## src/rtl/serial_subtractor_if.sv

```systemverilog
// Handshake/data bundle between a requester and serial_subtractor.
// The ovf signal exists only when SERSUB_OVF_EN is defined.
interface serial_subtractor_if #(
  parameter int WIDTH = 8
);
  logic             start;
  logic [WIDTH-1:0] a;
  logic [WIDTH-1:0] b;
  logic             busy;
  logic             done;
  logic [WIDTH-1:0] diff;
  logic             borrow_out;
`ifdef SERSUB_OVF_EN
  logic             ovf;

  modport master (output start, a, b, input busy, done, diff, borrow_out, ovf);
  modport slave  (input start, a, b, output busy, done, diff, borrow_out, ovf);
`else
  modport master (output start, a, b, input busy, done, diff, borrow_out);
  modport slave  (input start, a, b, output busy, done, diff, borrow_out);
`endif
endinterface

```

## src/rtl/serial_subtractor.sv

```systemverilog
// Bit-serial unsigned subtractor, LSB first, one full-subtract cell plus borrow FF.
// Optional macro SERSUB_OVF_EN adds the two's-complement overflow output ovf.
//
// Handshake: start is sampled only in IDLE; the accepting edge captures a/b.
// busy is high exactly in SHIFT; done is a one-cycle pulse that coincides with
// the first cycle diff/borrow_out (and ovf) hold the new result. Starts while
// busy or in DONE are dropped.
module serial_subtractor #(
  parameter int WIDTH = 8
) (
  input  logic                 clk,
  input  logic                 rst,
  serial_subtractor_if.slave   s_bus,
  output logic [1:0]           o_dbg_state
);

  localparam int CW = (WIDTH > 2) ? $clog2(WIDTH) : 1;

  typedef enum logic [1:0] {
    S_IDLE  = 2'd0,
    S_SHIFT = 2'd1,
    S_DONE  = 2'd2
  } state_t;

  state_t           r_state;
  state_t           w_next;
  logic             w_load;
  logic             w_shift;
  logic             w_finish;

  logic [WIDTH-1:0] r_sa;
  logic [WIDTH-1:0] r_sb;
  logic [WIDTH-1:0] r_res;
  logic [CW-1:0]    r_cnt;
  logic             r_borrow;
  logic             r_done;
  logic [WIDTH-1:0] r_diff;
  logic             r_borrow_out;

  logic             w_a0;
  logic             w_b0;
  logic             w_d;
  logic             w_bo;

  // Full-subtract cell: two half-subtractors chained through the borrow FF.
  assign w_a0 = r_sa[0];
  assign w_b0 = r_sb[0];
  assign w_d  = w_a0 ^ w_b0 ^ r_borrow;
  assign w_bo = (~w_a0 & w_b0) | (~(w_a0 ^ w_b0) & r_borrow);

  always_ff @(posedge clk or posedge rst) begin
    if (rst) r_state <= S_IDLE;
    else     r_state <= w_next;
  end

  always_comb begin
    w_next   = r_state;
    w_load   = 1'b0;
    w_shift  = 1'b0;
    w_finish = 1'b0;
    case (r_state)
      S_IDLE: begin
        if (s_bus.start) begin
          w_load = 1'b1;
          w_next = S_SHIFT;
        end
      end
      S_SHIFT: begin
        w_shift = 1'b1;
        if (r_cnt == CW'(WIDTH - 1)) w_next = S_DONE;
      end
      S_DONE: begin
        w_finish = 1'b1;
        w_next   = S_IDLE;
      end
      default: w_next = S_IDLE;
    endcase
  end

  always_ff @(posedge clk or posedge rst) begin
    if (rst) begin
      r_sa         <= '0;
      r_sb         <= '0;
      r_res        <= '0;
      r_cnt        <= '0;
      r_borrow     <= 1'b0;
      r_done       <= 1'b0;
      r_diff       <= '0;
      r_borrow_out <= 1'b0;
    end else begin
      r_done <= w_finish;
      if (w_load) begin
        r_sa     <= s_bus.a;
        r_sb     <= s_bus.b;
        r_borrow <= 1'b0;
        r_cnt    <= '0;
      end
      if (w_shift) begin
        r_res    <= {w_d, r_res[WIDTH-1:1]};
        r_sa     <= {1'b0, r_sa[WIDTH-1:1]};
        r_sb     <= {1'b0, r_sb[WIDTH-1:1]};
        r_borrow <= w_bo;
        r_cnt    <= r_cnt + CW'(1);
      end
      if (w_finish) begin
        r_diff       <= r_res;
        r_borrow_out <= r_borrow;
      end
    end
  end

`ifdef SERSUB_OVF_EN
  // Operand MSBs are kept separately because r_sa/r_sb are shifted away.
  logic r_a_msb;
  logic r_b_msb;
  logic r_ovf;

  always_ff @(posedge clk or posedge rst) begin
    if (rst) begin
      r_a_msb <= 1'b0;
      r_b_msb <= 1'b0;
      r_ovf   <= 1'b0;
    end else begin
      if (w_load) begin
        r_a_msb <= s_bus.a[WIDTH-1];
        r_b_msb <= s_bus.b[WIDTH-1];
      end
      if (w_finish) r_ovf <= (r_a_msb ^ r_b_msb) & (r_a_msb ^ r_res[WIDTH-1]);
    end
  end

  assign s_bus.ovf = r_ovf;
`endif

  assign s_bus.busy       = (r_state == S_SHIFT);
  assign s_bus.done       = r_done;
  assign s_bus.diff       = r_diff;
  assign s_bus.borrow_out = r_borrow_out;
  assign o_dbg_state      = r_state;

endmodule
```

## src/flat_wrapper.sv

```systemverilog
// flat-port wrapper written by rule: the top's interface ports become plain ports
module serial_subtractor_flat 
#(
  parameter int WIDTH = 8
)
  (clk, rst, o_dbg_state, s_bus_start, s_bus_a, s_bus_b, s_bus_busy, s_bus_done, s_bus_diff, s_bus_borrow_out);
  serial_subtractor_if #(.WIDTH(WIDTH)) s_bus_i ();
  input  logic clk;
  input  logic rst;
  output logic [1:0] o_dbg_state;
  input wire logic [$bits(s_bus_i.start)-1:0] s_bus_start;
  input wire logic [$bits(s_bus_i.a)-1:0] s_bus_a;
  input wire logic [$bits(s_bus_i.b)-1:0] s_bus_b;
  output wire logic [$bits(s_bus_i.busy)-1:0] s_bus_busy;
  output wire logic [$bits(s_bus_i.done)-1:0] s_bus_done;
  output wire logic [$bits(s_bus_i.diff)-1:0] s_bus_diff;
  output wire logic [$bits(s_bus_i.borrow_out)-1:0] s_bus_borrow_out;
  assign s_bus_i.start = s_bus_start;
  assign s_bus_i.a = s_bus_a;
  assign s_bus_i.b = s_bus_b;
  assign s_bus_busy = s_bus_i.busy;
  assign s_bus_done = s_bus_i.done;
  assign s_bus_diff = s_bus_i.diff;
  assign s_bus_borrow_out = s_bus_i.borrow_out;
  serial_subtractor #(.WIDTH(WIDTH)) u_core (.clk(clk), .rst(rst), .s_bus(s_bus_i), .o_dbg_state(o_dbg_state));
endmodule
```

## config.mk

```make
export PLATFORM = sky130hd
export DESIGN_NAME = serial_subtractor_flat
export DESIGN_NICKNAME = d
export VERILOG_FILES = /design/src/rtl/serial_subtractor_if.sv /design/src/rtl/serial_subtractor.sv /design/src/flat_wrapper.sv
export SDC_FILE = /design/constraint.sdc
export NUM_CORES = 1
export LEC_CHECK = 0
export BUFFER_PORTS_ARGS = -buffer_cell sky130_fd_sc_hd__buf_4
export CORE_ASPECT_RATIO = 0.9
export CORE_MARGIN = 1.5
export CORE_UTILIZATION = 55
export CTS_CLUSTER_DIAMETER = 60
export DETAILED_ROUTE_END_ITERATION = 8
export PLACE_DENSITY = 0.76
export SYNTH_ARGS = -nofsm -noshare
export SYNTH_HDL_FRONTEND = slang
export SYNTH_SLANG_ARGS = --single-unit
```

## constraint.sdc

```tcl
create_clock -name clk -period 2.6 [get_ports clk]
set_input_delay 0.39 -clock clk [delete_from_list [all_inputs] [get_ports clk]]
set_output_delay 0.39 -clock clk [all_outputs]
set_load 0.02 [all_outputs]
```

# Word-level counts from Yosys, hierarchy flattened

Index checks and enable logic that the tools add are counted.

Memory bits (read-only): 0
RAM bits: 0
Memories: 0
Bits in latches: 0
Logic and storage cells: 40
Flip-flop bits (word level): 40

Shifts and indexed selects: 0
Equality and inequality tests: 5
Multiplexer cells: 15
Reductions and logical operators: 3
Bitwise logic cells: 7
$lt $le $gt $ge: 0
Multipliers: 0
Divide/modulo/power cells: 0
Add/sub/neg operators: 1

Operators by type and width:

| kind                  | number |
|---|---|
| $mux W8               | 4 |
| $mux W1               | 6 |
| $mux W3               | 2 |
| $mux W2               | 2 |
| $pmux W2 S2           | 1 |
| $add A3 B1 Y3 const B | 1 |
| $eq A3 B3 Y1 const B  | 1 |
| $and A1 B1 Y1         | 2 |
| $eq A2 B1 Y1 const B  | 1 |
| $eq A2 B2 Y1 const B  | 1 |
| $logic_not A2 Y1      | 1 |
| $ne A2 B1 Y1 const B  | 1 |
| $ne A2 B2 Y1 const B  | 1 |
| $not A1 Y1            | 2 |
| $reduce_and A2 Y1     | 1 |
| $reduce_bool A2 Y1    | 1 |
| $xor A1 B1 Y1         | 2 |
| $or A1 B1 Y1          | 1 |

# Longest topological paths before layout

Gate-level depths: netlist of run 1.

Depth in word-level cells: 5
Depth in mapped cells: 5
Gate-level depth less buffers: 3

# Worst setup path after synthesis of run 1

OpenSTA, ideal clock, no wires.

Kind: reg2out
Start point: reg u_core.r_state[1] (netlist: u_core.o_dbg_state[1])
End point: out s_bus_busy
Setup slack: 1.199 ns
Cell stages (with the launch flop): 4
Path buffers: 1
Arrival: 1.011 ns
Data required time: 2.210 ns
Cells stage by stage: dfrtp_1 nand2b_1 buf_6 inv_1

Cells in the longest elaborated chain, start to end: 1

Ends and longest elaborated chain:

| what                   | line                     | text |
|---|---|---|
| start, declared        | serial_subtractor.sv:25  | `state_t r_state;` |
| start signal, assigned | serial_subtractor.sv:53  | `else r_state <= w_next;` |
| $eq A2 B1 Y1           | serial_subtractor.sv:135 | `assign s_bus.busy = (r_state == S_SHIFT);` |
| end, declared          | flat_wrapper.sv:14       | `output wire logic [$bits(s_bus_i.busy)-1:0] s_bus_busy;` |

No other way between the ends.

# Worst setup path in the final report of run 1

Ends and elaborated chain as after synthesis.

==> results of run 1 <==
==> worst max-delay path, cell delays in order (launching register included) <==
cell and delay, ns:
dfrtp_1 0.48, nand2b_1 0.51, inv_1 0.18, buf_4 0.20
==> sequential cells by signal (all words and copies together), names as in the netlist <==
register,cells
u_core.o_dbg_state,2
u_core.r_borrow,1
u_core.r_cnt,3
u_core.r_res,8
u_core.r_sa,8
u_core.r_sb,8
u_core.s_bus.borrow_out,1
u_core.s_bus.diff,8
u_core.s_bus.done,1
==> power groups by stage <==
stage          Combinational, mW  Sequential [mW]  Clock (mW)
5_1_grt                    0.992             1.14       0.524
2_1_floorplan              0.621             1.14           0
3_5_place_dp               0.893             1.12           0
4_1_cts                    0.895             1.10       0.501
6_report                   0.882             1.11       0.493
3_3_place_gp               0.852             1.10           0
==> stage by stage <==
step / util (%) / setup WS, ns / power, mW / cells
floorplan: - / 1.20 / 1.76 / 136
global placement: 67.8 / 0.907 / 1.95 / 201
detailed placement: 67.8 / 0.863 / 2.01 / 201
CTS: 71.2 / 0.475 / 2.50 / 208
global route: 71.2 / 0.276 / 2.66 / 208
finish: 71.2 / 0.489 / 2.48 / 208
==> cells in the final DEF (no fill, tap or decap) <==
master     Yosys  layout
and2b_1        1       1
inv_1          6       6
nor2_1         1       1
a22o_1         3       3
fa_1           1       1
nand2b_1       2       2
clkbuf_4       0       5
dfrtp_1       40      40
and3_1         1       1
a21oi_1       15      15
o21bai_1       1       1
bufinv_16      0       2
nand2_1        4       4
mux2_2        13      13
nand2_2        1       1
mux2_4         3       3
o22ai_1       28      28
ha_1           2       2
o21ai_0        6       6
buf_4          2      33
==> worst max path at each step <==
stage                                     start         end  cells past startpoint
after floorplan           u_core.o_dbg_state[1]  s_bus_busy                      3
after global placement    u_core.o_dbg_state[1]  s_bus_busy                      3
after detailed placement  u_core.o_dbg_state[1]  s_bus_busy                      3
after CTS                 u_core.o_dbg_state[1]  s_bus_busy                      3
after global routing      u_core.o_dbg_state[1]  s_bus_busy                      3
final                     u_core.o_dbg_state[1]  s_bus_busy                      3
==> routing by layer <==
metal  routed length, µm  GRT usage (%)  share of wire, %  up-vias
met4                  41           5.78               1.3        0
met1                1440           30.2                46      582
met3                 136           4.92               4.3        5
li1                    -              -                 -      564
met5                   0              0                 0        -
met2                1540           32.1                49       31
==> final cells by class <==
class                           count  area [µm²]
Sequential cell                    40        1000
Clock buffer                        5        37.5
Multi-Input combinational cell     82         602
Fill cell                         223         817
Timing Repair Buffer               33         248
Tap cell                           40        50.0
Clock inverter                      2        60.1
Inverter                            6        22.5
==> kinds of logic after synthesis <==
group                      count (synthesis)
AOI/OAI and AO/OA                         53
DFF                                       40
buffers and inverters                     14
muxes                                     16
adders and majority gates                  3
and+or+nand+nor                           10
==> impl_summary.log, run 1 <==
INFO  metric outcome = finished clean
INFO  metric post_synth_and_or_nand_nor_area_fraction = 3.05%
INFO  metric synth-seq-cells = 40
INFO  metric synth_flop_cell = dfrtp_1
INFO  metric dpl-instance-area = 1920 µm²
INFO  metric clock_sink_count = 40
INFO  metric path_type_of_the_worst_min_delay_path = in2async
INFO  metric slew_viol_final = 0
INFO  metric synth_area = 1680 µm²
INFO  metric yosysUniqueCellTypes = 22
INFO  metric clock_tree.root_cell = clkbuf_4
INFO  metric nets = 190
INFO  metric postRouteAntennaNets = 0
INFO  metric synth-seq-area-share = 59.4%
INFO  metric start_kind = flop
INFO  metric r2r_slack = 0.86 ns
INFO  metric synth_area_per_cell = 12.4 µm²
INFO  metric synth_area_leader_cell = dfrtp_1
INFO  metric irDropWorstVdd = 0.796 mV
INFO  metric clock_latency = 0.35 ns
INFO  metric reg2reg_from = u_core.o_dbg_state[1]
INFO  metric swShare = 33.8%
INFO  metric detailedPlacementHpwl = 2200 µm
INFO  metric rsz_0062_raised_after_global_routing = no
INFO  metric period_needed = 2.11 ns
INFO  metric drv.max_cap_violation_count = 0
INFO  metric remaining_drc_errors = 0
INFO  metric worstPathMaxFanout = 16
INFO  metric core_area = 2840 µm²
INFO  metric grt-ovfl-total = 0
INFO  metric synth_top_cells_by_count = dfrtp_1 (40), o22ai_1 (28), a21oi_1 (15)
INFO  metric cts-htree-levels = 2
INFO  metric synth_compound_area_share = 18.6%
INFO  metric finalHoldWorstSlack = 0.146 ns
INFO  metric drt_iter0_markers = 81
INFO  metric post_synthesis_cell_count = 136
INFO  metric power.switching = 0.838 mW
INFO  metric average_vias_per_placed_instance = 5.68
INFO  metric cp_data_required_time = 2.21 ns
INFO  metric syn-num-nets = 158
INFO  metric worst_slew_pin_slew = 0.571 ns
INFO  metric pwr-share-comb = 35.6%
INFO  metric wl_per_instance = 15.2 µm
INFO  metric grt_pass1_vias = 1187
INFO  metric post_route_cells_drive_above_1_share = 33.9%
INFO  metric routed_wirelength = 3160 µm
INFO  metric post_synth_xor_area_fraction = 0%
INFO  metric synth.area.top_cells = dfrtp_1 (59%), o22ai_1 (10%), mux2_2 (8.7%)
INFO  metric worst_clock_skew = 0.00922 ns
INFO  metric port_buffer_count = 31
INFO  metric maxClockFrequency = 474 MHz
INFO  metric top_level_ports = 32
INFO  metric p_int = 1.64 mW
INFO  metric maximum_number_of_pins_on_one_net_before_global_route_repair = 41
INFO  metric arr_time_crit_path = 1.72 ns
INFO  metric num_antenna_cells = 0
INFO  metric yosys_warnings = 0
INFO  metric criticalPathCategory = reg2out
INFO  metric max_slew_margin = 61.9%
INFO  metric cts.clk_slew.worst_paths = 0.12 ns
INFO  metric cts_tree = built
INFO  metric fin_tns_setup = 0 ns
INFO  metric largest_family_of_logic_cells_by_synthesized_area = compound AO/OA/AOI/OAI gates
INFO  metric regToRegEndpoint = u_core.r_res[4]
INFO  metric power.leakage = 0.963 nW
INFO  metric final_cell_area = 2020 µm²
INFO  metric globalplace.congestion = 0.733
INFO  metric cts_buffers = 5
INFO  metric cts_max_path_buffers = 2
INFO  metric layout-area-overhead-vs-synth = 20.0%
INFO  metric finalCritPeriodShare = 81.2%
INFO  metric synth_fa_ha_area_share = 2.67%
INFO  metric drt_pass1_iterations = 5
INFO  metric start_util = 59.3%
INFO  metric reg2regPathDepth = 3
INFO  metric asyncSetResetFlopFracSynth = 100%
INFO  metric critPathCaptureType = output port
INFO  metric synth_edf_count = 0
INFO  metric aggregate_global_route_resource_usage = 21.0%
INFO  metric die_area = 3400 µm²
INFO  metric hold_violations = 0
INFO  metric hold_buffers = 0
INFO  metric floorplan.die.height = 55.5 µm
INFO  metric grt_first_pass_wirelength = 5390 µm
INFO  metric synth_top_cell_area_share = 59.4%
INFO  metric die-width = 61.3 µm
INFO  metric antenna_found_initial = 0
INFO  metric yosysMostFrequentCell = dfrtp_1
INFO  metric synth.area.mux_share = 11.4%
INFO  metric sequential_share_of_power = 44.6%
INFO  metric row_cnt = 18
INFO  metric via_count = 1182
INFO  metric post_cts.repair.setup_buffers = 0
INFO  metric final-setup-viol-count = 0
INFO  metric cts_resized = 0
INFO  metric powerDensity = 1230 nW/µm²
INFO  metric clkPwrFrac = 19.9%
(Power assumes the default switching activity.)
==> run 2, diff against run 1 <==
--- a/config.mk
+++ b/config.mk
@@ -8,10 +8,10 @@
 export BUFFER_PORTS_ARGS = -buffer_cell sky130_fd_sc_hd__buf_4
 export CORE_ASPECT_RATIO = 0.9
 export CORE_MARGIN = 1.5
-export CORE_UTILIZATION = 55
+export CORE_UTILIZATION = 48
 export CTS_CLUSTER_DIAMETER = 60
 export DETAILED_ROUTE_END_ITERATION = 8
-export PLACE_DENSITY = 0.76
+export PLACE_DENSITY = 0.7
 export SYNTH_ARGS = -nofsm -noshare
 export SYNTH_HDL_FRONTEND = slang
 export SYNTH_SLANG_ARGS = --single-unit
==> constraint.sdc (replaced) <==
create_clock -name clk -period 1.79 [get_ports clk]
set_input_delay 0.2685 -clock clk [delete_from_list [all_inputs] [get_ports clk]]
set_output_delay 0.2685 -clock clk [all_outputs]
set_load 0.02 [all_outputs]
==> impl_summary.log, run 2 (synthesized netlist as in run 1, its figures left out) <==
INFO  metric top_level_ports = 32 (unchanged)
INFO  metric average_vias_per_placed_instance = 5.71 (+0.40%)
INFO  metric critPathCaptureType = output port
INFO  metric gr-usage-met3 = 6.65% (+1.7 points)
INFO  metric cts.clk_slew.worst_paths = 0.07 ns (-0.05 ns)
INFO  metric slowest_delay = 0.47 ns (-0.04 ns)
INFO  metric max_slew_margin = 65.5% (+3.5 points)
INFO  metric wl_per_instance = 15.4 µm (+1.2%)
INFO  metric powerDensity = 1730 nW/µm² (+41%)
INFO  metric layout-area-overhead-vs-synth = 20.0% (unchanged)
INFO  metric arr_time_crit_path = 1.27 ns (-0.45 ns)
INFO  metric grt_first_pass_wirelength = 5710 µm (+6.0%)
INFO  metric sequential_share_of_power = 46.2% (+1.6 points)
INFO  metric cts-htree-levels = 2 (unchanged)
INFO  metric post_cts.repair.setup_buffers = 0 (unchanged)
INFO  metric cts_max_path_buffers = 2 (unchanged)
INFO  metric start_kind = flop
INFO  metric dpl-instance-area = 1940 µm² (+1.0%)
INFO  metric start_util = 50.2% (-9.1 points)
INFO  metric clock_sink_count = 40 (unchanged)
INFO  metric core_area = 3350 µm² (+18%)
INFO  metric hold_violations = 0 (unchanged)
INFO  metric grt-ovfl-total = 0 (unchanged)
INFO  metric nFillCells = 288 (+29%)
INFO  metric port_buffer_count = 31 (unchanged)
INFO  metric die_area = 3870 µm² (+14%)
INFO  metric slew_viol_final = 0 (unchanged)
INFO  metric globalplace.congestion = 0.828 (+13%)
INFO  metric reg2regPathDepth = 3 (unchanged)
INFO  metric via_count = 1221 (+3.3%)
INFO  metric cts_buffers = 5 (unchanged)
INFO  metric rsz_0062_raised_after_global_routing = no
INFO  metric drv.max_cap_violation_count = 0 (unchanged)
INFO  metric worstPathMaxFanout = 9 (-7)
INFO  metric outcome = finished clean
INFO  metric pwr-share-comb = 38.1% (+2.5 points)
INFO  metric irDropWorstVdd = 0.888 mV (+12%)
INFO  metric grt_pass1_vias = 1244 (+4.8%)
INFO  metric power.leakage = 0.963 nW (about the same)
INFO  metric floorplan.die.height = 59.2 µm (+6.7%)
INFO  metric cts_resized = 0 (unchanged)
INFO  metric clkPwrFrac = 15.7% (-4.2 points)
INFO  metric fin_tns_setup = 0 ns (unchanged)
INFO  metric nets = 192 (+1.1%)
INFO  metric detailedPlacementHpwl = 2220 µm (+0.93%)
INFO  metric final-setup-viol-count = 0 (unchanged)
INFO  metric criticalPathCategory = reg2out
INFO  metric drt_pass1_iterations = 4 (-1)
INFO  metric path_cells = nand2b_1 > inv_1 > buf_4
INFO  metric maximum_number_of_pins_on_one_net_before_global_route_repair = 41 (unchanged)
INFO  metric path_type_of_the_worst_min_delay_path = in2async
INFO  metric row_cnt = 20 (+2)
INFO  metric clock_latency = 0.29 ns (-0.06 ns)
INFO  metric power.switching = 1.24 mW (+49%)
INFO  metric period_needed = 1.54 ns
INFO  metric postRouteAntennaNets = 0 (unchanged)
INFO  metric most_common_cell_after_layout_fill_and_taps_aside = dfrtp_1
INFO  metric cell_type_of_the_slowest_stage_on_the_worst_timing_path = dfrtp_1
INFO  metric aggregate_global_route_resource_usage = 20.0% (-1.1 points)
INFO  metric worst_clock_skew = 0.00810 ns (-0.00112 ns)
INFO  metric grt_most_used_layer = met2
INFO  metric p_int = 2.25 mW (+37%)
INFO  metric clock_tree.root_cell = clkbuf_8
INFO  metric cts_tree = built
INFO  metric maxClockFrequency = 651 MHz
INFO  metric cp_data_required_time = 1.52 ns (-0.69 ns)
INFO  metric mostFrequentLayoutCells = dfrtp_1 (40), buf_4 (35), o22ai_1 (28), a21oi_1 (15), mux2_2 (13)
INFO  metric num_antenna_cells = 0 (unchanged)
INFO  metric antenna_found_initial = 0 (unchanged)
INFO  metric remaining_drc_errors = 0 (unchanged)
INFO  metric final_cell_area = 2020 µm² (unchanged)
INFO  metric use_met2 = 31.8% (-0.29 points)
INFO  metric worst_slew_pin_slew = 0.518 ns (-0.0530 ns)
INFO  metric die-width = 65.4 µm (+6.7%)
INFO  metric drt_iter0_markers = 82 (+1.2%)
INFO  metric routed_wirelength = 3290 µm (+4.1%)
INFO  metric hold_buffers = 0 (unchanged)
INFO  metric swShare = 35.6% (+1.8 points)
INFO  metric gr-usage-met1 = 26.1% (-4.1 points)
INFO  metric post_route_cells_drive_above_1_share = 34.1% (+0.19 points)
INFO  metric finalCritPeriodShare = 85.9%
run 2: area by class of cell:
class                   count  area [µm²]  area share (%)
repair buffers             35         263            13.0
multi-input cells          82         602            29.8
flip-flops and latches     40        1000            49.5
inverters                   6        22.5            1.11
clock buffers               6        72.6            3.59
clock inverters             1        5.00           0.248
well taps                  44        55.1            2.72
run 2: routing by layer:
| metal | vias to the layer above | share of wire (%) |
|---|---|---|
| met3 | 5 | 5.5 |
| met5 | - | 0 |
| met4 | 0 | 0.94 |
| met1 | 605 | 45 |
| li1 | 568 | - |
| met2 | 43 | 49 |
run 2: worst paths after layout:
kind,from,end,slack [ns]
hold / removal,rst,u_core.r_sa[1],0.1
setup reg to reg,u_core.o_dbg_state[1],u_core.r_sb[5],0.41
hold reg to reg,u_core.s_bus.diff[0],u_core.s_bus.diff[0],0.51
max in group asynchronous,rst,u_core.o_dbg_state[0],1.34
setup / recovery,u_core.o_dbg_state[1],s_bus_busy,0.25
min in group clk,s_bus_a[7],u_core.r_sa[7],0.23
run 2: per-stage QoR:
stage	std cells	hold WS [ns]	utilization [%]	total power [mW]	setup slack [ns]
3_5_place_dp	207	0.421	57.9	2.96	0.460
2_1_floorplan	136	0.405	-	2.55	0.429
4_1_cts	214	0.111	60.3	3.53	0.247
5_1_grt	214	0.140	60.3	3.76	0.168
6_report	214	0.0982	60.3	3.50	0.253
3_3_place_gp	207	0.413	57.9	2.85	0.510
run 2: power by group through the flow:
stage | Sequential (mW) | Combinational (mW) | Clock, mW
final | 1.61 | 1.33 | 0.549
after global routing | 1.68 | 1.48 | 0.599
after CTS | 1.61 | 1.35 | 0.568
after detailed placement | 1.63 | 1.33 | 0
after global placement | 1.59 | 1.26 | 0
after floorplan | 1.65 | 0.902 | 0
run 2: worst max-delay path: cells and delay by family (launching register included):
family | cells | cell delay (ns)
AND/OR/NAND/NOR | 1 | 0.21
flip-flops | 1 | 0.47
buffers and inverters | 2 | 0.30
